[src/rtl/bcd_up_counter.sv]
// ---------------------------------------------------------------------------
// bcd_up_counter
//   Multi-digit packed-BCD up counter. Counts 0 .. 10^DIGITS-1 and wraps to 0,
//   raising a sticky overflow flag on the wrap. The carry-out lets instances
//   be cascaded: co of a lower instance drives en of the next one, and both
//   share clk.
//
//   Optional feature macro: BCD_LOAD_EN
//     defined   -> load / load_val ports exist (synchronous parallel load)
//     undefined -> no load ports; priority is rst > clr > en > hold
//
// Parameters
//   DIGITS    number of BCD digits (1..8)
//
// Ports
//   clk       rising-edge clock
//   rst       asynchronous active-high reset (count = 0, ovf = 0)
//   en        count enable
//   clr       synchronous clear of count and ovf
//   load      synchronous parallel load           (BCD_LOAD_EN only)
//   load_val  packed BCD load value, digit 0 [3:0] (BCD_LOAD_EN only)
//   count     registered packed BCD count, digit 0 (units) in [3:0]
//   co        combinational carry out: en AND every digit == 9
//   ovf       registered sticky overflow, set on the all-nines -> 0 wrap
// ---------------------------------------------------------------------------
module bcd_up_counter #(
  parameter int DIGITS = 2
) (
  input  logic                  clk,
  input  logic                  rst,
  input  logic                  en,
  input  logic                  clr,
`ifdef BCD_LOAD_EN
  input  logic                  load,
  input  logic [4*DIGITS-1:0]   load_val,
`endif
  output logic [4*DIGITS-1:0]   count,
  output logic                  co,
  output logic                  ovf
);

`ifdef BCD_LOAD_EN
  // A nibble outside 0..9 loads as 0 so the digits can never go illegal.
  function automatic logic [3:0] bcd_filter(input logic [3:0] nib);
    if (nib > 4'd9) begin
      return 4'd0;
    end else begin
      return nib;
    end
  endfunction
`endif

  logic [4*DIGITS-1:0] count_q;
  logic [4*DIGITS-1:0] count_d;
  logic                ovf_q;
  logic                ovf_d;
  // step_s[i]: digit i steps this edge (en and all lower digits are 9).
  // step_s[DIGITS] is therefore en AND all-nines, i.e. the carry out.
  logic [DIGITS:0]     step_s;

  // Carry chain: decide which digits step on the next enabled edge.
  always_comb begin
    step_s    = '0;
    step_s[0] = en;
    for (int i = 0; i < DIGITS; i++) begin
      step_s[i+1] = step_s[i] & (count_q[4*i +: 4] == 4'd9);
    end
  end

  // Next-state: clr > load > en > hold.
  always_comb begin
    count_d = count_q;
    ovf_d   = ovf_q;
    if (clr) begin
      count_d = '0;
      ovf_d   = 1'b0;
    end
`ifdef BCD_LOAD_EN
    else if (load) begin
      for (int i = 0; i < DIGITS; i++) begin
        count_d[4*i +: 4] = bcd_filter(load_val[4*i +: 4]);
      end
    end
`endif
    else if (en) begin
      for (int i = 0; i < DIGITS; i++) begin
        if (step_s[i]) begin
          if (count_q[4*i +: 4] == 4'd9) begin
            count_d[4*i +: 4] = 4'd0;
          end else begin
            count_d[4*i +: 4] = count_q[4*i +: 4] + 4'd1;
          end
        end else begin
          count_d[4*i +: 4] = count_q[4*i +: 4];
        end
      end
      // Wrapping from all nines sets the sticky flag.
      if (step_s[DIGITS]) begin
        ovf_d = 1'b1;
      end else begin
        ovf_d = ovf_q;
      end
    end else begin
      count_d = count_q;
      ovf_d   = ovf_q;
    end
  end

  // State registers with asynchronous reset.
  always_ff @(posedge clk or posedge rst) begin
    if (rst) begin
      count_q <= '0;
      ovf_q   <= 1'b0;
    end else begin
      count_q <= count_d;
      ovf_q   <= ovf_d;
    end
  end

  assign count = count_q;
  assign ovf   = ovf_q;
  assign co    = step_s[DIGITS];

endmodule

[config.mk]
export PLATFORM = sky130hd
export DESIGN_NAME = bcd_up_counter
export DESIGN_NICKNAME = d
export VERILOG_FILES = /design/src/rtl/bcd_up_counter.sv
export SDC_FILE = /design/constraint.sdc
export NUM_CORES = 1
export LEC_CHECK = 0
export ABC_AREA = 1
export CAP_MARGIN = 10
export CORE_MARGIN = 4
export CORE_UTILIZATION = 36
export CTS_BUF_LIST = sky130_fd_sc_hd__clkbuf_16
export CTS_CLUSTER_DIAMETER = 150
export CTS_CLUSTER_SIZE = 40
export DETAILED_ROUTE_END_ITERATION = 8
export SETUP_SLACK_MARGIN = 0.5
export SYNTH_ARGS = -nofsm -noshare
export SYNTH_HDL_FRONTEND = slang
export SYNTH_SLANG_ARGS = --single-unit
[constraint.sdc]
create_clock -name clk -period 1.8 [get_ports clk]
set_input_delay 0.36 -clock clk [delete_from_list [all_inputs] [get_ports clk]]
set_output_delay 0.36 -clock clk [all_outputs]
set_load 0.01 [all_outputs]
### Yosys cells after proc, flatten, opt, wreduce, memory -nomap -nowiden

Cells that the tools add are included.

* output and inout port bits: 10
* register bits after elaboration: 9
* word-level logic and storage cells: 22

* reduce and logical (&&, ||, !) cells: 5
* mux-type cells: 8
* $add $sub $neg: 2
* equality and inequality tests: 2
* bitwise logic cells: 2

Operators by type and width (number)
* two-way mux 8 bit: 2
* two-way mux 4 bit: 3
* adder 4 x 1 -> 4 bit, second input constant: 2
* == test 4 bit, second input constant: 2
* nonzero test 2 bit: 3
* AND reduction 2 bit: 2
* two-way mux 1 bit: 3
* bitwise AND 1 bit: 2

### Longest topological paths before layout

Gate-level depths: netlist of the first run.

* depth in word-level cells: 6
* depth in mapped cells: 7

### Worst setup path after synthesis of the first run

Ideal clock, no wire load.

* path kind: reg2out
* start: register count_q[1] (netlist: count[1])
* end: output co
* data arrival time: 1041 ps
* path buffers: 0
* cell stages (with the launch flop): 7
* required time: 1440 ps
* setup slack: 399 ps
* cell sequence: dfrtp_1 -> inv_1 -> ha_1 -> nand2_1 -> nor2_1 -> nand3_1 -> inv_1

* longest elaborated chain between the ends: 3

RTL lines
* start, declared: line 53 `logic [4*DIGITS-1:0] count_q;`
* start signal, assigned: line 115 `count_q <= count_d;`
* == test 4 bit: line 66 `step_s[i+1] = step_s[i] & (count_q[4*i +: 4] == 4'd9);`
* bitwise AND 1 bit (2 in a row): line 66
* end, declared: line 38 `output logic co,`

No other way between the ends.

### Worst setup path in the final report of the first run

* start: register count_q[5] (netlist: count[5])
* end: output co

* longest elaborated chain between the ends: 2

RTL lines (line)
* == test 4 bit: 66
* bitwise AND 1 bit: 66

No other way between the ends.

==> results of run 1 <==
## flip-flops by register name, indices dropped and copies added (netlist names)
| name | count |
|---|---|
| count | 8 |
| ovf | 1 |
## per-stage QoR
| step | total power (uW) | hold WS (ns) | setup TNS, ns |
|---|---|---|---|
| global placement | 285 | 0.524 | -0.0862 |
| floorplan | 248 | 0.188 | 0 |
| finish | 679 | 0.404 | 0 |
| CTS | 680 | 0.411 | 0 |
| global route | 715 | 0.423 | 0 |
| detailed placement | 287 | 0.525 | -0.0890 |
## worst max-delay path, stage by stage, from the launching register on
cell     delay (ns)
dfrtp_2        0.40
inv_2          0.06
ha_4           0.13
nand2_4        0.05
nor2_4         0.12
nand3_2        0.10
inv_2          0.06
buf_6          0.09
## power by group
group	total (uW)	internal, uW	switching [uW]	leakage (uW)
clock	387	290	96.5	0.0000423
sequential	214	209	4.98	0.000118
combinational	78.9	40.8	38.1	0.000371
## what timing repair did
item | 4_1_cts | 5_1_grt
pin swaps | 5 | 8
setup endpoints to repair | 10 | 13
gates resized for setup | 44 | 13
setup buffers | 1 | 3
## layer usage
metal	share of wire [%]	global-route usage, %	routed length [um]	up-vias
met4	2.4	8.06	34	0
met5	0	0	0	-
met1	42	18.2	579	268
met2	53	25.9	738	7
met3	2.7	3.38	38	4
li1	-	-	-	312
## cell families (layout without fill, tap and decap cells)
logic type                 after synthesis  count (layout)
and+or+nand+nor                         46              46
buffers and inverters                   16              47
DFF                                      9               9
adders and majority gates                4               4
AOI/OAI and AO/OA                        3               3
xor gates and xnor gates                 1               1
## synthesized netlist by cell type
cell type	n	area share, %
nand4_4	1	3.7
nor2_4	1	2.0
nor2_1	7	4.6
nand2_1	24	16
a21oi_1	1	0.87
nand4_1	2	2.2
inv_1	16	10
xnor2_1	1	1.5
o21ai_0	2	1.7
ha_1	4	8.7
nand3_1	11	9.6
dfrtp_1	9	39
## path summary, 6_finish.rpt
kind / from / to / slack [ns] / cells past startpoint
setup / recovery: count[5] / co / 0.20 / 7
hold / removal: rst / count[2] / 0.40 / 2
setup reg to reg: count[4] / count[6] / 0.53 / 9
hold reg to reg: ovf / ovf / 0.52 / 2
max in group asynchronous: rst / count[4] / 1.10 / 2
min in group clk: en / ovf / 0.49 / 3
## final cells by class
| class | instances | area, um^2 | area share (%) |
|---|---|---|---|
| multi-input cells | 54 | 340 | 35.5 |
| flip-flops and latches | 9 | 230 | 24.0 |
| repair buffers | 27 | 230 | 24.0 |
| clock buffers | 3 | 75.1 | 7.82 |
| inverters | 16 | 60.1 | 6.26 |
| well taps | 16 | 20.0 | 2.09 |
| clock inverters | 1 | 3.75 | 0.391 |
## placed cells by master (no fill, tap or decap), types with 3 or more instances in the layout
| cell type | netlist | final |
|---|---|---|
| buf_2 | 0 | 7 |
| buf_4 | 0 | 7 |
| buf_6 | 0 | 9 |
| clkbuf_16 | 0 | 3 |
| dfrtp_1 | 9 | 5 |
| dfrtp_2 | 0 | 4 |
| inv_1 | 16 | 13 |
| inv_2 | 0 | 4 |
| nand2_1 | 24 | 22 |
| nand3_1 | 11 | 10 |
| nor2_1 | 7 | 5 |
==> results.toml, run 1 <==
[power_and_ir_drop]
max-vdd-ir-drop_mv = 0.411
powerDensity_nw_per_um2 = 708
leakage_uw = 0.000531

[timing]
max_freq_mhz = 624
post-route-period-util_pct = 89.0
worst_slew_pin_slew_ns = 0.382
slew_headroom_pct = 74.5
finalMaxSlewViolations = 0
finClkSkew_ns = 0.00224
min_period_ns = 1.60
setup_violations = 0
hold_viol = 0
setup_slack_ns = 0.198
rsz0062_at_grt = "yes"

[job]
drv_cap = 0

[synthesis]
synth_adder_area_share_pct = 8.70
synth-simple-area-share_pct = 37.6
synth_compound_area_share_pct = 2.61
synthesis.area_um2 = 576
synth_xor_area_share_pct = 1.52
yosysSeqAreaShare_pct = 39.1
yosysUniqueCellTypes = 12
synth_top_family_by_area = "simple AND/OR/NAND/NOR gates"
synth_nets = 87
syn_area_per_cell_um2 = 7.29
synth_mux_area_share_pct = 0
syn_inst = 79
ys_ff_latch = 9
yosysWarningCount = 0

[layout]
nets = 119
fin_cells = 126
area_growth_pct = 66.7
nFillCells = 138
antenna-diode-count = 0
stdcell_area_um2 = 960
utilization_pct = 63.7
drive_gt1_share_pct = 39.1

[place]
dpl.cell_count = 118
place_area_um2 = 831
dp_slack_ns = -0.0890
port_buffers = 13
dpl.hpwl_mm = 1.03
gp_congestion = 0.753

[clocking]
root_buffer = "clkbuf_16"
clkSlewWorstSetupHoldPaths_ns = 0.04
cts_tree = "done"
ctsHoldBuffers = 0
h-tree-depth = 1
clkSinkCount = 9
clkLatencyLatePin_ns = 0.23
cts_made_buffers = 3
cts_buffer_depth = 2

[grt]
grtUsageTotal_pct = 15.4
grt_first_pass_wirelength_mm = 2.39
grt_max_degree = 10
grt_pass1_vias = 548
grt_overflow = 0
antenna_found_initial = 0

[die]
initial_utilization_pct = 38.2
core_area_um2 = 1510
die_y_um = 48.0
dieArea_um2 = 2300
rows = 14
die_width_um = 48.0
ios = 14

[min_path]
hp-class = "input port to async pin"

[drt]
drcViolationCount = 0
ant_nets = 0
vias = 591
drt-total-wl_mm = 1.39
drtIter0Drc = 2
firstDrtPassIters = 4
vias_per_cell = 4.69
post_drt_wl_per_cell_um = 11.0

[worst_setup_path]
critPathLaunchType = "flop"
path_class = "flop to primary output"
cp-end-kind = "primary output"
crit_path_max_fanout = 2
crit_arrival_ns = 1.24
crit_required_ns = 1.44

[status]
status = "finished, final reports clean"
Note: power is estimated with default switching activity, not from simulation.
==> run 2: changes to the inputs <==
==> constraint.sdc (replaced) <==
create_clock -name clk -period 1.7 [get_ports clk]
set_input_delay 0.34 -clock clk [delete_from_list [all_inputs] [get_ports clk]]
set_output_delay 0.34 -clock clk [all_outputs]
set_load 0.01 [all_outputs]
==> run 2 against run 1 <==
Compared with the run above:
- combinational power up 38%
- critical path type unchanged
- critical path depth unchanged
- sequential share of layout area fell by 2.1 points
- clock skew decreased by 0.0018 ns
==> results.toml, run 2 (synthesis gave the netlist of run 1 again) <==
[place]
dpl.hpwl_mm = 1.00
dpl.cell_count = 118
port_buffers = 13
gp_congestion = 0.793

[drt]
drcViolationCount = 0
vias = 605
ant_nets = 0
vias_per_cell = 4.62
firstDrtPassIters = 2
drtIter0Drc = 4
drt-total-wl_mm = 1.48
post_drt_wl_per_cell_um = 11.3

[grt]
antenna_found_initial = 0
grt_pass1_vias = 573
grt_first_pass_wirelength_mm = 2.34
grt_overflow = 0
grtUsageTotal_pct = 15.0
grt_max_degree = 10

[clocking]
cts_tree = "done"
clkSlewWorstSetupHoldPaths_ns = 0.04
root_buffer = "clkbuf_16"
clkSinkCount = 9
cts_buffer_depth = 2
clkLatencyLatePin_ns = 0.23
cts_made_buffers = 3
ctsHoldBuffers = 0
h-tree-depth = 1

[timing]
post-route-period-util_pct = 92.5
min_period_ns = 1.57
setup_violations = 0
max_freq_mhz = 636
rsz0062_at_grt = "yes"
finalMaxSlewViolations = 0
finClkSkew_ns = 0.000473
hold_viol = 0
worst_slew_pin_slew_ns = 0.368
slew_headroom_pct = 75.4

[layout]
fin_cells = 131
nets = 124
final_common_cell = "nand2_1"
drive_gt1_share_pct = 47.8
utilization_pct = 69.9
mostFrequentLayoutCells = "nand2_1, buf_6, inv_1, buf_4, nand3_1"
area_growth_pct = 82.8
nFillCells = 121
largest_reg_flops = 8
antenna-diode-count = 0

[power_and_ir_drop]
leakage_uw = 0.000540
combPwrFrac_pct = 14.7
p_sw_share_pct = 20.9
clkPwrFrac_pct = 55.1
powerDensity_nw_per_um2 = 708
max-vdd-ir-drop_mv = 0.510
p_sw_uw = 156
p_seq_share_pct = 30.3
p_int_uw = 589

[min_path]
hp-class = "input port to async pin"

[job]
drv_cap = 0

[status]
status = "finished, final reports clean"

[worst_setup_path]
cpMostUsedCell = "inv_2"
crit_chain = "inv_2 -> ha_4 -> nand2_1 -> nor2_2 -> nand3_2 -> inv_2 -> buf_6"
slowest_delay_ns = 0.39
path_class = "flop to primary output"
crit_required_ns = 1.36
cpMaxStageDelayCell = "dfrtp_2"
crit_arrival_ns = 1.23
crit_path_max_fanout = 2
critPathLaunchType = "flop"
cp-end-kind = "primary output"

[die]
rows = 14
die_y_um = 48.0
dieArea_um2 = 2300
initial_utilization_pct = 38.2
die_width_um = 48.0
ios = 14
core_area_um2 = 1510
==> run 2: path summary, 6_finish.rpt <==
| kind | startpoint | endpoint | slack (ns) | depth (start not counted) |
|---|---|---|---|---|
| max in group asynchronous | rst | count[1] | 1.02 | 2 |
| min in group clk | ovf | ovf | 0.53 | 2 |
| min reg2reg | ovf | ovf | 0.53 | 2 |
| max reg2reg | count[0] | count[2] | 0.40 | 9 |
| min | rst | ovf | 0.39 | 2 |
| max | count[1] | co | 0.13 | 7 |
==> run 2: power groups by stage <==
stage / Sequential, uW / Combinational (uW) / Clock (uW)
2_1_floorplan: 235 / 28.0 / 0
3_3_place_gp: 228 / 73.8 / 0
3_5_place_dp: 228 / 75.9 / 0
4_1_cts: 225 / 91.9 / 411
5_1_grt: 226 / 117 / 426
6_report: 225 / 109 / 410
==> run 2: per-layer routing <==
| layer | track usage [%] | vias up | wire length, um |
|---|---|---|---|
| li1 | - | 316 | - |
| met1 | 17.9 | 278 | 629 |
| met2 | 24.5 | 6 | 782 |
| met3 | 3.38 | 5 | 39 |
| met4 | 8.60 | 0 | 27 |
| met5 | 0 | - | 0 |
==> run 2: repair_timing <==
| action | in CTS | in global routing |
|---|---|---|
| gates resized for setup | 60 | 13 |
| pin swaps | 6 | 8 |
| setup endpoints to repair | 14 | 18 |
| setup buffers | 6 | 3 |
==> run 2: final cells by class <==
class	instances	area (um^2)	area share, %
Sequential cell	9	230	21.9
Clock inverter	1	3.75	0.357
Clock buffer	3	75.1	7.13
Inverter	16	60.1	5.71
Multi-Input combinational cell	54	358	34.0
Tap cell	16	20.0	1.90
Timing Repair Buffer	32	305	29.0
==> run 2: per-stage QoR <==
step                hold WS (ns)  setup WS (ns)  power, uW  TNS, ns  area (um^2)
floorplan                  0.168          0.374        263        0          606
global placement           0.524         -0.144        302   -0.144          831
detailed placement         0.524         -0.153        304   -0.153          831
CTS                        0.399          0.128        729        0          996
global route               0.410         0.0859        769        0         1050
finish                     0.387          0.128        745        0         1050
==> run 2: critical path, delay by kind of cell, from the launching register on <==
family | cells | cell delay [ns]
simple gates | 3 | 0.26
buf+inv | 3 | 0.21
fa+ha+maj | 1 | 0.12
flops | 1 | 0.39
==> run 3: changes to the inputs <==
--- a/config.mk
+++ b/config.mk
@@ -14,6 +14,7 @@
 export CTS_CLUSTER_SIZE = 40
 export DETAILED_ROUTE_END_ITERATION = 8
 export SETUP_SLACK_MARGIN = 0.5
+export SLEW_MARGIN = 10
 export SYNTH_ARGS = -nofsm -noshare
 export SYNTH_HDL_FRONTEND = slang
 export SYNTH_SLANG_ARGS = --single-unit
==> results of run 3 <==
Final layout, timing and power as in run 2 (identical DEF).
==> RTL change, RTL diff (flow settings as in run 3) <==
Reset style: synchronous (`rst`), changed in one clocked block. Comments in the files are not updated.
--- a/src/rtl/bcd_up_counter.sv
+++ b/src/rtl/bcd_up_counter.sv
@@ -109,3 +109,3 @@
   // State registers with asynchronous reset.
-  always_ff @(posedge clk or posedge rst) begin
+  always_ff @(posedge clk) begin
     if (rst) begin
Check against the original RTL: differs if rst is asserted again (counterexample within 4 cycles, from zero or initial values and one cycle with rst high); with rst held inactive, the same outputs for 10 cycles.
==> RTL change against run 3 <==
Sequential cell count is the same. Synthesized cell count shrank 10%. Synthesized area shrank 21%. Setup slack gained 0.19 ns. Die area shrank 18%. Global-route usage shrank 1.8 points. Register-to-register slack gained 0.22 ns. Count of clock-buffer cells in the layout is the same. Cell area shrank 27%. Routed wire length shrank 18%.
Power is not compared: it rests on default switching activity, and its combinational part moved more than twofold at a synthesized area within 25%.
==> RTL change: results (changes against run 3) <==
Final GP Congestion -> 0.723 (-8.8%)
Largest register FFs -> 8 (unchanged)
first-pass GRT wire length -> 1.89 mm (-19%)
total gr overflow -> 0 (unchanged)
nets -> 104 (-16%)
top cells by instance count after synthesis -> 21 x nand2_1, 12 x inv_1, 10 x nor2_1
Slew HR -> 0.853 (+0.0983)
DRT Pass-1 Iters -> 4 (+2)
top cells by area, synth -> dfxtp_1 40%, nand2_1 17%, inv_1 9.9%
Net Count, Synth -> 75 (-14%)
Synth cell types -> 11 (-1)
clock skew -> 0.00395 ns (+0.00347 ns)
largest net degree at the start of global routing -> 10 (unchanged)
diode count -> 0 (unchanged)
Crit-path slowest cell -> dfxtp_4
Arr. time, crit path -> 1.04 ns (-0.19 ns)
crit-path max cell delay -> 0.34 ns (-0.05 ns)
asr flop ratio synth -> 0 (-1.00)
total negative setup slack -> 0 ns (unchanged)
DRT iter0 DRCs -> 8 (+4)
register area share after synthesis -> 0.398 (+0.00649)
status -> finished clean
fraction of layout cells with a size suffix above 1 -> 0.424 (-0.0540)
vias in the first global route -> 474 (-17%)
Fin Hold WS -> 0.449 ns (+0.0616 ns)
overall routing resource usage -> 0.132 (-0.0182)
R2R setup slack -> 0.62 ns (+0.22 ns)
cell family with most CP delay -> flip-flops
met3 Use GR -> 0.0373 (+0.00351)
Via Count -> 522 (-14%)
Post-DP HPWL -> 740 microns (-26%)
GR Layer Usage met2 -> 0.230 (-0.0153)
Clock transition at path regs -> 0.04 ns (about the same)
Routed wire per std cell -> 10.7 microns (-5.3%)
worst IR drop on VDD -> 0.000557 V
Buffers on Ports -> 13 (unchanged)
H-Tree Depth -> 1 (unchanged)
Min-Delay Path Class -> flip-flop to flip-flop
CP Max Fanout -> 4 (+2)
Root Buffer -> clkbuf_16
grt met1 use -> 0.149 (-0.0295)
[RTL change: changes by cell type after synthesis, moves of 3 or more]
cell     before  now
dfxtp_1       0    9
nor2_1        7   10
nand3_1      11    8
dfrtp_1       9    0
ha_1          4    0
nand2_1      24   21
inv_1        16   12
[RTL change: repair_timing]
item / in CTS / in global routing
gates resized for setup: 45 / 5
buffers inserted: 2 / 3
pin swaps: 1 / 2
setup endpoints to repair: 15 / 3
[RTL change: cell type report]
cell class / instances / area, sq um
timing repair buffer: 24 / 195
clock inverter: 1 / 5.00
tap: 14 / 17.5
sequential: 9 / 191
inverter: 12 / 45.0
clock buffer: 3 / 75.1
fill: 103 / 369
multi-input combinational: 50 / 243
[RTL change: worst paths after layout]
kind | start | endpoint | cells after the start
max | count[1]$_SDFFE_PP0P_ | co | 6
min | ovf$_SDFFE_PP0P_ | ovf$_SDFFE_PP0P_ | 2
max reg2reg | count[0]$_SDFFE_PP0P_ | count[6]$_SDFFE_PP0P_ | 8
min reg2reg | ovf$_SDFFE_PP0P_ | ovf$_SDFFE_PP0P_ | 2
[RTL change: per-stage QoR]
step	worst slack, ns	instances	cell area (sq um)	power (uW)
after global placement	-0.314	104	646	249
after CTS	0.317	110	741	666
after global routing	0.258	113	772	682
final	0.317	113	772	662
after floorplan	0.527	71	453	232
after detailed placement	-0.329	104	646	250
[RTL change: worst register-to-register path: cells and delay by family, from the launching register on]
family / cells / cell delay [ns]
buf+inv: 2 / 0.15
simple gates: 6 / 0.49
flops: 1 / 0.32
[RTL change: report_power, final]
| part | internal, uW | switching (uW) |
|---|---|---|
| clock network | 310 | 105 |
| registers | 212 | 1.17 |
| logic | 16.4 | 17.1 |
[RTL change: layer usage]
layer  part of all wire  up-vias  wire length [microns]
li1                   -      276                      -
met1               0.45      232                    538
met3              0.053        2                     64
met4             0.0041        0                      5
met2               0.50       12                    600
met5                  0        -                      0
[RTL change: kinds of logic after synthesis]
group / share of synthesized area
flops: 0.398
simple gates: 0.436
buf+inv: 0.0994
compound gates: 0.0663
